$ cat src/rtl/mem_phase_sched.sv
// Phase sequencer (IDLE/IF/MEM/WB) for the 16-bit core and arbiter for its single-port RAM.
// The CPU owns the RAM in IF and MEM; the external loader is served in IDLE and WB.
module mem_phase_sched #(
   parameter int RD_LAT = 1,
   parameter int AW     = 12,
   parameter int DW     = 16
) (
   input  logic          clk,
   input  logic          rst,
   input  logic          run,
   input  logic          halt_req,
   input  logic [DW-1:0] instr,
   input  logic [DW-1:0] result,
   input  logic [DW-1:0] ra,
   input  logic [AW-1:0] pc,
   input  logic          ldr_req,
   input  logic          ldr_we,
   input  logic [AW-1:0] ldr_addr,
   input  logic [DW-1:0] ldr_data,
   output logic [2:0]    phase,
   output logic [AW-1:0] address,
   output logic          wren,
   output logic [DW-1:0] data,
   output logic          ir_load,
   output logic          pc_inc,
   output logic          rf_we,
   output logic          ldr_ack,
   output logic          halted
);

   // State encodings double as the phase code seen by the datapath.
   typedef enum logic [2:0] {
      S_IF   = 3'b000,
      S_MEM  = 3'b001,
      S_WB   = 3'b010,
      S_IDLE = 3'b100
   } state_t;

   localparam logic [2:0] LAST_CNT = 3'(RD_LAT - 1);

   generate
      if (RD_LAT < 1 || RD_LAT > 7) begin : g_badRdLat
         $error("mem_phase_sched: RD_LAT must be in 1..7");
      end
   endgenerate

   state_t     r_state;
   logic [2:0] r_cnt;

   logic w_isLoad;
   logic w_isStore;
   logic w_cntDone;
   logic w_unused;

   assign w_isLoad  = (instr[DW-1:DW-2] == 2'b00);
   assign w_isStore = (instr[DW-1:DW-2] == 2'b01);
   assign w_cntDone = (r_cnt == LAST_CNT);
   assign w_unused  = ^{instr[DW-3:0], result[DW-1:AW]};

   always_ff @(posedge clk) begin
      if (rst) begin
         r_state <= S_IDLE;
         r_cnt   <= '0;
      end else begin
         case (r_state)
            S_IDLE: begin
               if (run) begin
                  r_state <= S_IF;
                  r_cnt   <= '0;
               end
            end
            S_IF: begin
               if (w_cntDone) begin
                  r_state <= S_MEM;
                  r_cnt   <= '0;
               end else begin
                  r_cnt <= r_cnt + 3'd1;
               end
            end
            // Only loads wait out the read latency; stores and ALU ops spend one cycle here.
            S_MEM: begin
               if (!w_isLoad || w_cntDone) begin
                  r_state <= S_WB;
               end else begin
                  r_cnt <= r_cnt + 3'd1;
               end
            end
            S_WB: begin
               r_cnt   <= '0;
               r_state <= halt_req ? S_IDLE : S_IF;
            end
            default: begin
               r_state <= S_IDLE;
               r_cnt   <= '0;
            end
         endcase
      end
   end

   always_comb begin
      address = pc;
      wren    = 1'b0;
      data    = '0;
      ldr_ack = 1'b0;
      case (r_state)
         S_MEM: begin
            if (w_isLoad) begin
               address = result[AW-1:0];
            end else if (w_isStore) begin
               address = result[AW-1:0];
               wren    = 1'b1;
               data    = ra;
            end
         end
         S_IDLE, S_WB: begin
            if (ldr_req) begin
               address = ldr_addr;
               wren    = ldr_we;
               data    = ldr_data;
               ldr_ack = 1'b1;
            end
         end
         default: begin
         end
      endcase
      // A reset landing mid-store must not let the write reach the RAM.
      if (rst) begin
         wren    = 1'b0;
         ldr_ack = 1'b0;
      end
   end

   assign ir_load = !rst && (r_state == S_IF) && w_cntDone;
   assign pc_inc  = !rst && (r_state == S_WB);
   assign rf_we   = !rst && (r_state == S_WB) && !w_isStore;
   assign phase   = r_state;
   assign halted  = (r_state == S_IDLE);

endmodule

$ cat config.mk
export PLATFORM = sky130hd
export DESIGN_NAME = mem_phase_sched
export DESIGN_NICKNAME = d
export VERILOG_FILES = /design/src/rtl/mem_phase_sched.sv
export SDC_FILE = /design/constraint.sdc
export NUM_CORES = 1
export LEC_CHECK = 0
export CORE_ASPECT_RATIO = 0.75
export CORE_MARGIN = 8
export CORE_UTILIZATION = 37
export DETAILED_ROUTE_END_ITERATION = 8
export DONT_BUFFER_PORTS = 1
export PLACE_DENSITY = 0.61
export SLEW_MARGIN = 40
export SYNTH_ARGS = -nofsm -noshare
export SYNTH_HDL_FRONTEND = slang
export SYNTH_SLANG_ARGS = --single-unit
$ cat constraint.sdc
create_clock -name clk -period 3.6 [get_ports clk]
set_clock_uncertainty 0.2 [all_clocks]
set_input_delay 0.36 -clock clk [delete_from_list [all_inputs] [get_ports clk]]
set_output_delay 0.36 -clock clk [all_outputs]
set_load 0.05 [all_outputs]
==> results of run 1 <==
## power by group
group | internal (W) | switching, W | total (W)
Sequential | 0.0000687 | 0.000000813 | 0.0000695
Clock | 0.0000380 | 0.0000290 | 0.0000671
Combinational | 0.0000556 | 0.000181 | 0.000236
Total | 0.000162 | 0.000210 | 0.000373
## metal layers
metal,vias to the layer above,track usage
met4,0,0.03143
met5,-,0
met2,81,0.2771
met1,418,0.1591
li1,423,-
met3,4,0.09825
## cell families after synthesis
| family | Yosys count | synth area share |
|---|---|---|
| and+or+nand+nor | 23 | 0.1842 |
| buffers and inverters | 15 | 0.1050 |
| DFF | 6 | 0.1461 |
| xor gates and xnor gates | 1 | 0.01066 |
| AOI/OAI and AO/OA | 54 | 0.5236 |
| adders and majority gates | 2 | 0.03044 |
## through the flow
step / setup slack [ps] / area [um2] / std cells
CTS: 734.1 / 980.9 / 140
global placement: 1049 / 948.4 / 136
global route: 586.3 / 980.9 / 140
floorplan: 333.0 / 828.3 / 101
detailed placement: 1011 / 948.4 / 136
finish: 742.9 / 980.9 / 140
## area by class of cell
type / instances / area [um2]
Sequential cell: 6 / 120.1
Inverter: 5 / 18.77
Clock buffer: 3 / 22.52
Multi-Input combinational cell: 80 / 621.8
Timing Repair Buffer: 22 / 167.7
Fill cell: 204 / 1069
Tap cell: 24 / 30.03
## worst max-delay path by stage
stage,startpoint,endpoint,depth (start not counted)
after floorplan,phase[1]$_SDFFE_PP0P_,rf_we,3
after global placement,phase[2]$_SDFFE_PP1P_,data[3],5
after detailed placement,phase[2]$_SDFFE_PP1P_,data[3],5
after CTS,phase[1]$_SDFFE_PP0P_,address[0],5
after global routing,phase[2]$_SDFFE_PP1P_,data[7],5
final,phase[2]$_SDFFE_PP1P_,data[3],5
## state kept, by name, summed over array words and instances, names as in the netlist
register  cells
phase         3
r_cnt         3
## cell usage in the layout (no fill, tap or decap)
cell and n:
o21bai_1 1, o211a_1 1, nand2b_1 2, nor2_1 4, a21o_1 12, o311ai_1 1, buf_4 21, nor4b_4 1
inv_1 4, and4_1 1, dfxtp_1 6, xnor2_1 1, nor3b_2 1, dlygate4sd3_1 1, nand2_1 2, a21boi_1 1
or3_1 1, nor2b_1 3, and2_1 2, ha_1 2, a31oi_1 1, a22o_1 28, o21ai_0 2, nor3_1 5
a21oi_1 5, inv_2 1, nor4b_2 1, a41o_1 2, clkbuf_4 3
## timing repair
action	in CTS	in global routing
hold buffers	1	0
endpoints found under the setup margin	0	0
endpoints found under the hold margin	1	0
resized for setup	0	0
==> flow_metrics.py, run 1 <==
metrics = {
    "timing": {
        "timing.final.hold_violations": 0,
        "rsz0062_at_grt": "false",
        "finalSetupTns_ps": 0,
        "holdWs_ps": 20.14,
        "final_min_period_over_clock_period": 0.7936,
        "worst_slew_pin_slew_ps": 729.4,
        "setup_viol": 0,
        "timing.max_slew.rel_slack": 0.5119,
        "post_layout_minimum_cycle_time_ps": 2857,
        "timing.final.max_slew_violations": 0,
        "fmax_mhz": 350.0,
    },
    "floorplanning": {
        "core_area_um2": 2049,
        "die_h_um": 56.82,
        "die_w_um": 70.43,
        "floorplan.initialDensity": 0.4011,
        "io-pin-count": 131,
        "std_cell_rows": 14,
        "die_outline_area_um2": 4002,
    },
    "yosys": {
        "yosys_most_used_dff": "dfxtp_1",
        "syn-instance-count": 101,
        "synth.most_common_cell": "a22o_1",
        "async_reset_ff_frac": 0,
        "synth.yosys.warnings": 0,
        "mappedNetlistNets": 197,
        "avgSynthCellArea_um2": 8.139,
        "netlist.top_cell.by_area": "a22o_1",
        "yosysUniqueCellTypes": 29,
        "synth_edf_count": 0,
        "synth_top_area_frac": 0.2983,
        "synth_seq_area_share": 0.1461,
        "mappedNetlistArea_um2": 822.0,
        "synth_seq_cells": 6,
        "post_synth_most_frequent_cells": "a22o_1 (28), a21o_1 (12), buf_2 (6), dfxtp_1 (6)",
        "yosys-top-cells-area": "a22o_1 (30%), dfxtp_1 (15%), a21o_1 (11%)",
    },
    "setup_path": {
        "worstPathMaxFanout": 17,
        "critPathCaptureType": "output pin",
        "timing.critical_path.from_type": "flip-flop",
        "cp_cell_sequence": "buf_4 > nor4b_4 > buf_4 > and2_1 > a22o_1",
        "crit-reg2reg-capture": "r_cnt[2]$_SDFFE_PP0P_",
        "timing.critical_path.arrival_ps": 2300,
        "crit_required_ps": 3040,
        "crit_path_frequent_cell": "buf_4",
        "critical_path.reg2reg.startpoint": "r_cnt[0]$_SDFFE_PP0P_",
        "critical_path.max_stage_delay_ps": 550,
        "critical_path.n_buffers_inverters": 2,
        "critical-path-top-delay-family": "simple AND/OR/NAND/NOR gates",
        "setup.worst_path.class": "flip-flop to output pin",
        "path_depth_of_the_worst_reg2reg_path": 6,
        "critPathSlowestCell": "a22o_1",
        "regToRegSetupSlack_ps": 1530,
    },
    "grt": {
        "grt_start_max_net_pins": 31,
        "grt_pass1_wl_um": 5285,
        "grtUsageTotal": 0.1594,
        "antenna_found_initial": 0,
        "grt-ovfl-total": 0,
        "vias_in_the_first_global_route": 964,
    },
    "placed_design": {
        "gpl.final_weighted_congestion": 0.7292,
        "dp_hpwl_um": 2986,
        "placement.io_buffers": 0,
    },
    "clocking": {
        "clkLatencyLatePin_ps": 260,
        "number_of_buffers_added_by_the_clock_tree_synthesis_step": 3,
        "clock_path_buffers": 2,
        "cts_root_buffer": "clkbuf_4",
        "clock_sinks": 6,
        "clock_tree.htree_level_count": 1,
        "cts_tree": "built",
        "cts.repair_timing.setup_buffer_count": 0,
        "clk_transition_reported_paths_ps": 40,
    },
    "hold_path": {
        "launch_point_of_the_worst_hold_path": "rst",
        "hold-path-endpoint": "phase[2]$_SDFFE_PP1P_",
        "min-delay-path-class": "primary input to flip-flop",
        "worst_hold_path.num_cells": 1,
    },
    "final_layout": {
        "synthToLayoutAreaGrowth_pct": 19.33,
        "insertedDiodeCount": 0,
        "layout.nets": 214,
        "drive_above_1_share": 0.2414,
        "utilization": 0.4786,
    },
    "routing": {
        "dr_total_vias": 926,
        "top_layer_used": "met4",
        "wl_met1_um": 1186,
        "dr.first_iter.drc_count": 28,
        "antenna_left": 0,
        "route.final.wire_length_um": 3512,
        "dr_wl_met2_um": 1788,
        "firstDrtPassIters": 4,
        "drt_drc_violations_left": 0,
        "drt_wl_cell_um": 25.09,
        "met3_length_um": 507,
        "average_vias_per_placed_instance": 6.614,
    },
    "pwr": {
        "leakage_dissipation_nw": 0.5140,
        "pwr_density_cell_nw_per_um2": 379.9,
        "vdd_drop_max_mv": 0.2858,
        "post-layout-total-power_w": 0.0003727,
    },
    "outcome": {
        "outcome": "finished, final reports clean",
    },
    "flow_run": {
        "cap_violations": 0,
    },
}
Note: power is estimated with default switching activity, not from simulation.
==> run 2, diff against run 1 <==
==> constraint.sdc (replaced) <==
create_clock -name clk -period 2.9 [get_ports clk]
set_clock_uncertainty 0.2 [all_clocks]
set_input_delay 0.29 -clock clk [delete_from_list [all_inputs] [get_ports clk]]
set_output_delay 0.29 -clock clk [all_outputs]
set_load 0.05 [all_outputs]
==> flow_metrics.py, run 2 (synthesis results as in run 1) <==
metrics = {
    "floorplanning": {
        "die_h_um": 56.82,
        "core_area_um2": 2049,
        "std_cell_rows": 14,
        "die_outline_area_um2": 4002,
        "floorplan.initialDensity": 0.4011,
        "io-pin-count": 131,
        "die_w_um": 70.43,
    },
    "final_layout": {
        "insertedDiodeCount": 0,
        "utilization": 0.6099,
        "drive_above_1_share": 0.2903,
        "finish.cell_count_without_fillers": 148,
        "most_frequent_standard_cell_in_the_layout_excluding_fill_and_tap_cells": "a22o_1",
        "num-fill-cells": 167,
        "layout.nets": 222,
        "synthToLayoutAreaGrowth_pct": 52.06,
        "final_cell_mix": "a22o_1 (28), buf_12 (16), buf_4 (13)",
    },
    "clocking": {
        "clock_tree.htree_level_count": 1,
        "number_of_buffers_added_by_the_clock_tree_synthesis_step": 3,
        "clkLatencyLatePin_ps": 260,
        "clk_transition_reported_paths_ps": 50,
        "clock_sinks": 6,
        "cts_root_buffer": "clkbuf_4",
        "clock_path_buffers": 2,
        "cts_tree": "built",
    },
    "grt": {
        "grt-ovfl-total": 0,
        "grt_pass1_wl_um": 5664,
        "grt_start_max_net_pins": 26,
        "grtUsageTotal": 0.1739,
        "vias_in_the_first_global_route": 1014,
        "antenna_found_initial": 0,
    },
    "pwr": {
        "power.combinational.fraction": 0.672,
        "p_int_w": 0.0002510,
        "leakage_dissipation_nw": 0.6085,
        "p_sw_frac": 0.5229,
        "pwr_density_cell_nw_per_um2": 420.8,
        "vdd_drop_max_mv": 0.3214,
        "power_frac_seq": 0.169,
        "power.clock.fraction": 0.160,
        "total_switching_power_w": 0.0002750,
    },
    "placed_design": {
        "placement.io_buffers": 0,
        "gpl.final_weighted_congestion": 0.7779,
        "number_of_placed_instances_with_taps_included": 144,
        "dp_hpwl_um": 3219,
    },
    "routing": {
        "antenna_left": 0,
        "drt_drc_violations_left": 0,
        "drt_wl_cell_um": 25.55,
        "dr_total_vias": 993,
        "firstDrtPassIters": 4,
        "dr.first_iter.drc_count": 66,
        "route.final.wire_length_um": 3781,
        "average_vias_per_placed_instance": 6.709,
    },
    "setup_path": {
        "worstPathMaxFanout": 13,
        "crit_required_ps": 2410,
        "timing.critical_path.from_type": "flip-flop",
        "setup.worst_path.class": "flip-flop to output pin",
        "timing.critical_path.arrival_ps": 2110,
        "regToRegSetupSlack_ps": 810,
        "critPathCaptureType": "output pin",
    },
    "timing": {
        "fmax_mhz": 384.8,
        "timing.max_slew.rel_slack": 0.5522,
        "setup_viol": 0,
        "holdWs_ps": 5.974,
        "rsz0062_at_grt": "false",
        "worst_slew_pin_slew_ps": 669.3,
        "finalSetupTns_ps": 0,
        "timing.final.max_slew_violations": 0,
        "timing.final.hold_violations": 0,
        "post_layout_minimum_cycle_time_ps": 2599,
        "final_min_period_over_clock_period": 0.8962,
    },
    "outcome": {
        "outcome": "finished, final reports clean",
    },
    "hold_path": {
        "min-delay-path-class": "primary input to flip-flop",
    },
    "flow_run": {
        "cap_violations": 0,
    },
}
run 2: cell types whose count changed in the layout (fill, tap and decap cells not counted):
| cell | delta |
|---|---|
| nor4b_2 | -1 |
| buf_12 | +16 |
| buf_4 | -8 |
| nor4b_4 | +1 |
run 2: metrics by stage:
step	setup WS [ps]	area [um2]	total power (W)
after floorplan	47.18	837.1	0.0003432
after global placement	630.5	1217	0.0004409
after detailed placement	555.2	1217	0.0004443
after CTS	264.6	1250	0.0005302
after global routing	123.4	1250	0.0005460
final	300.9	1250	0.0005260
run 2: cell type report:
| type | instances | area [um2] | share of cell area |
|---|---|---|---|
| clock buffer | 3 | 22.52 | 0.01802 |
| inverter | 5 | 18.77 | 0.01502 |
| multi-input combinational | 80 | 630.6 | 0.5045 |
| sequential | 6 | 120.1 | 0.09610 |
| tap | 24 | 30.03 | 0.02402 |
| timing repair buffer | 30 | 427.9 | 0.3423 |
run 2: worst paths after layout:
| check | start | to | cells past startpoint |
|---|---|---|---|
| max reg2reg | r_cnt[0]$_SDFFE_PP0P_ | r_cnt[2]$_SDFFE_PP0P_ | 6 |
| min reg2reg | r_cnt[0]$_SDFFE_PP0P_ | r_cnt[0]$_SDFFE_PP0P_ | 2 |
| max | phase[1]$_SDFFE_PP0P_ | address[1] | 5 |
| min | halt_req | phase[2]$_SDFFE_PP1P_ | 2 |
run 2: critical path, cell delays in order (launching register included):
cell and delay (ps):
dfxtp_1 380, buf_4 180, nor4b_4 50, buf_4 180, nor2_1 540, a21o_1 510
run 2: metal layers:
layer,part of all wire,routed length (um),up-vias,track usage
met5,0,0,-,0
met4,0.011,40,0,0.04000
met3,0.16,617,8,0.1158
met2,0.53,1995,89,0.3222
met1,0.30,1128,455,0.1517
li1,-,-,441,-
run 2: repair_timing:
item | CTS | global route
setup buffers | 0 | 0
hold buffers | 1 | 0
resized for setup | 0 | 0
hold endpoints to repair | 2 | 0
run 2: power groups by stage:
| stage | logic, W | registers [W] | clock network [W] |
|---|---|---|---|
| global route | 0.000368 | 0.0000887 | 0.0000897 |
| global placement | 0.000351 | 0.0000900 | 0 |
| floorplan | 0.000245 | 0.0000978 | 0 |
| finish | 0.000353 | 0.0000887 | 0.0000839 |
| detailed placement | 0.000354 | 0.0000901 | 0 |
| CTS | 0.000356 | 0.0000885 | 0.0000855 |
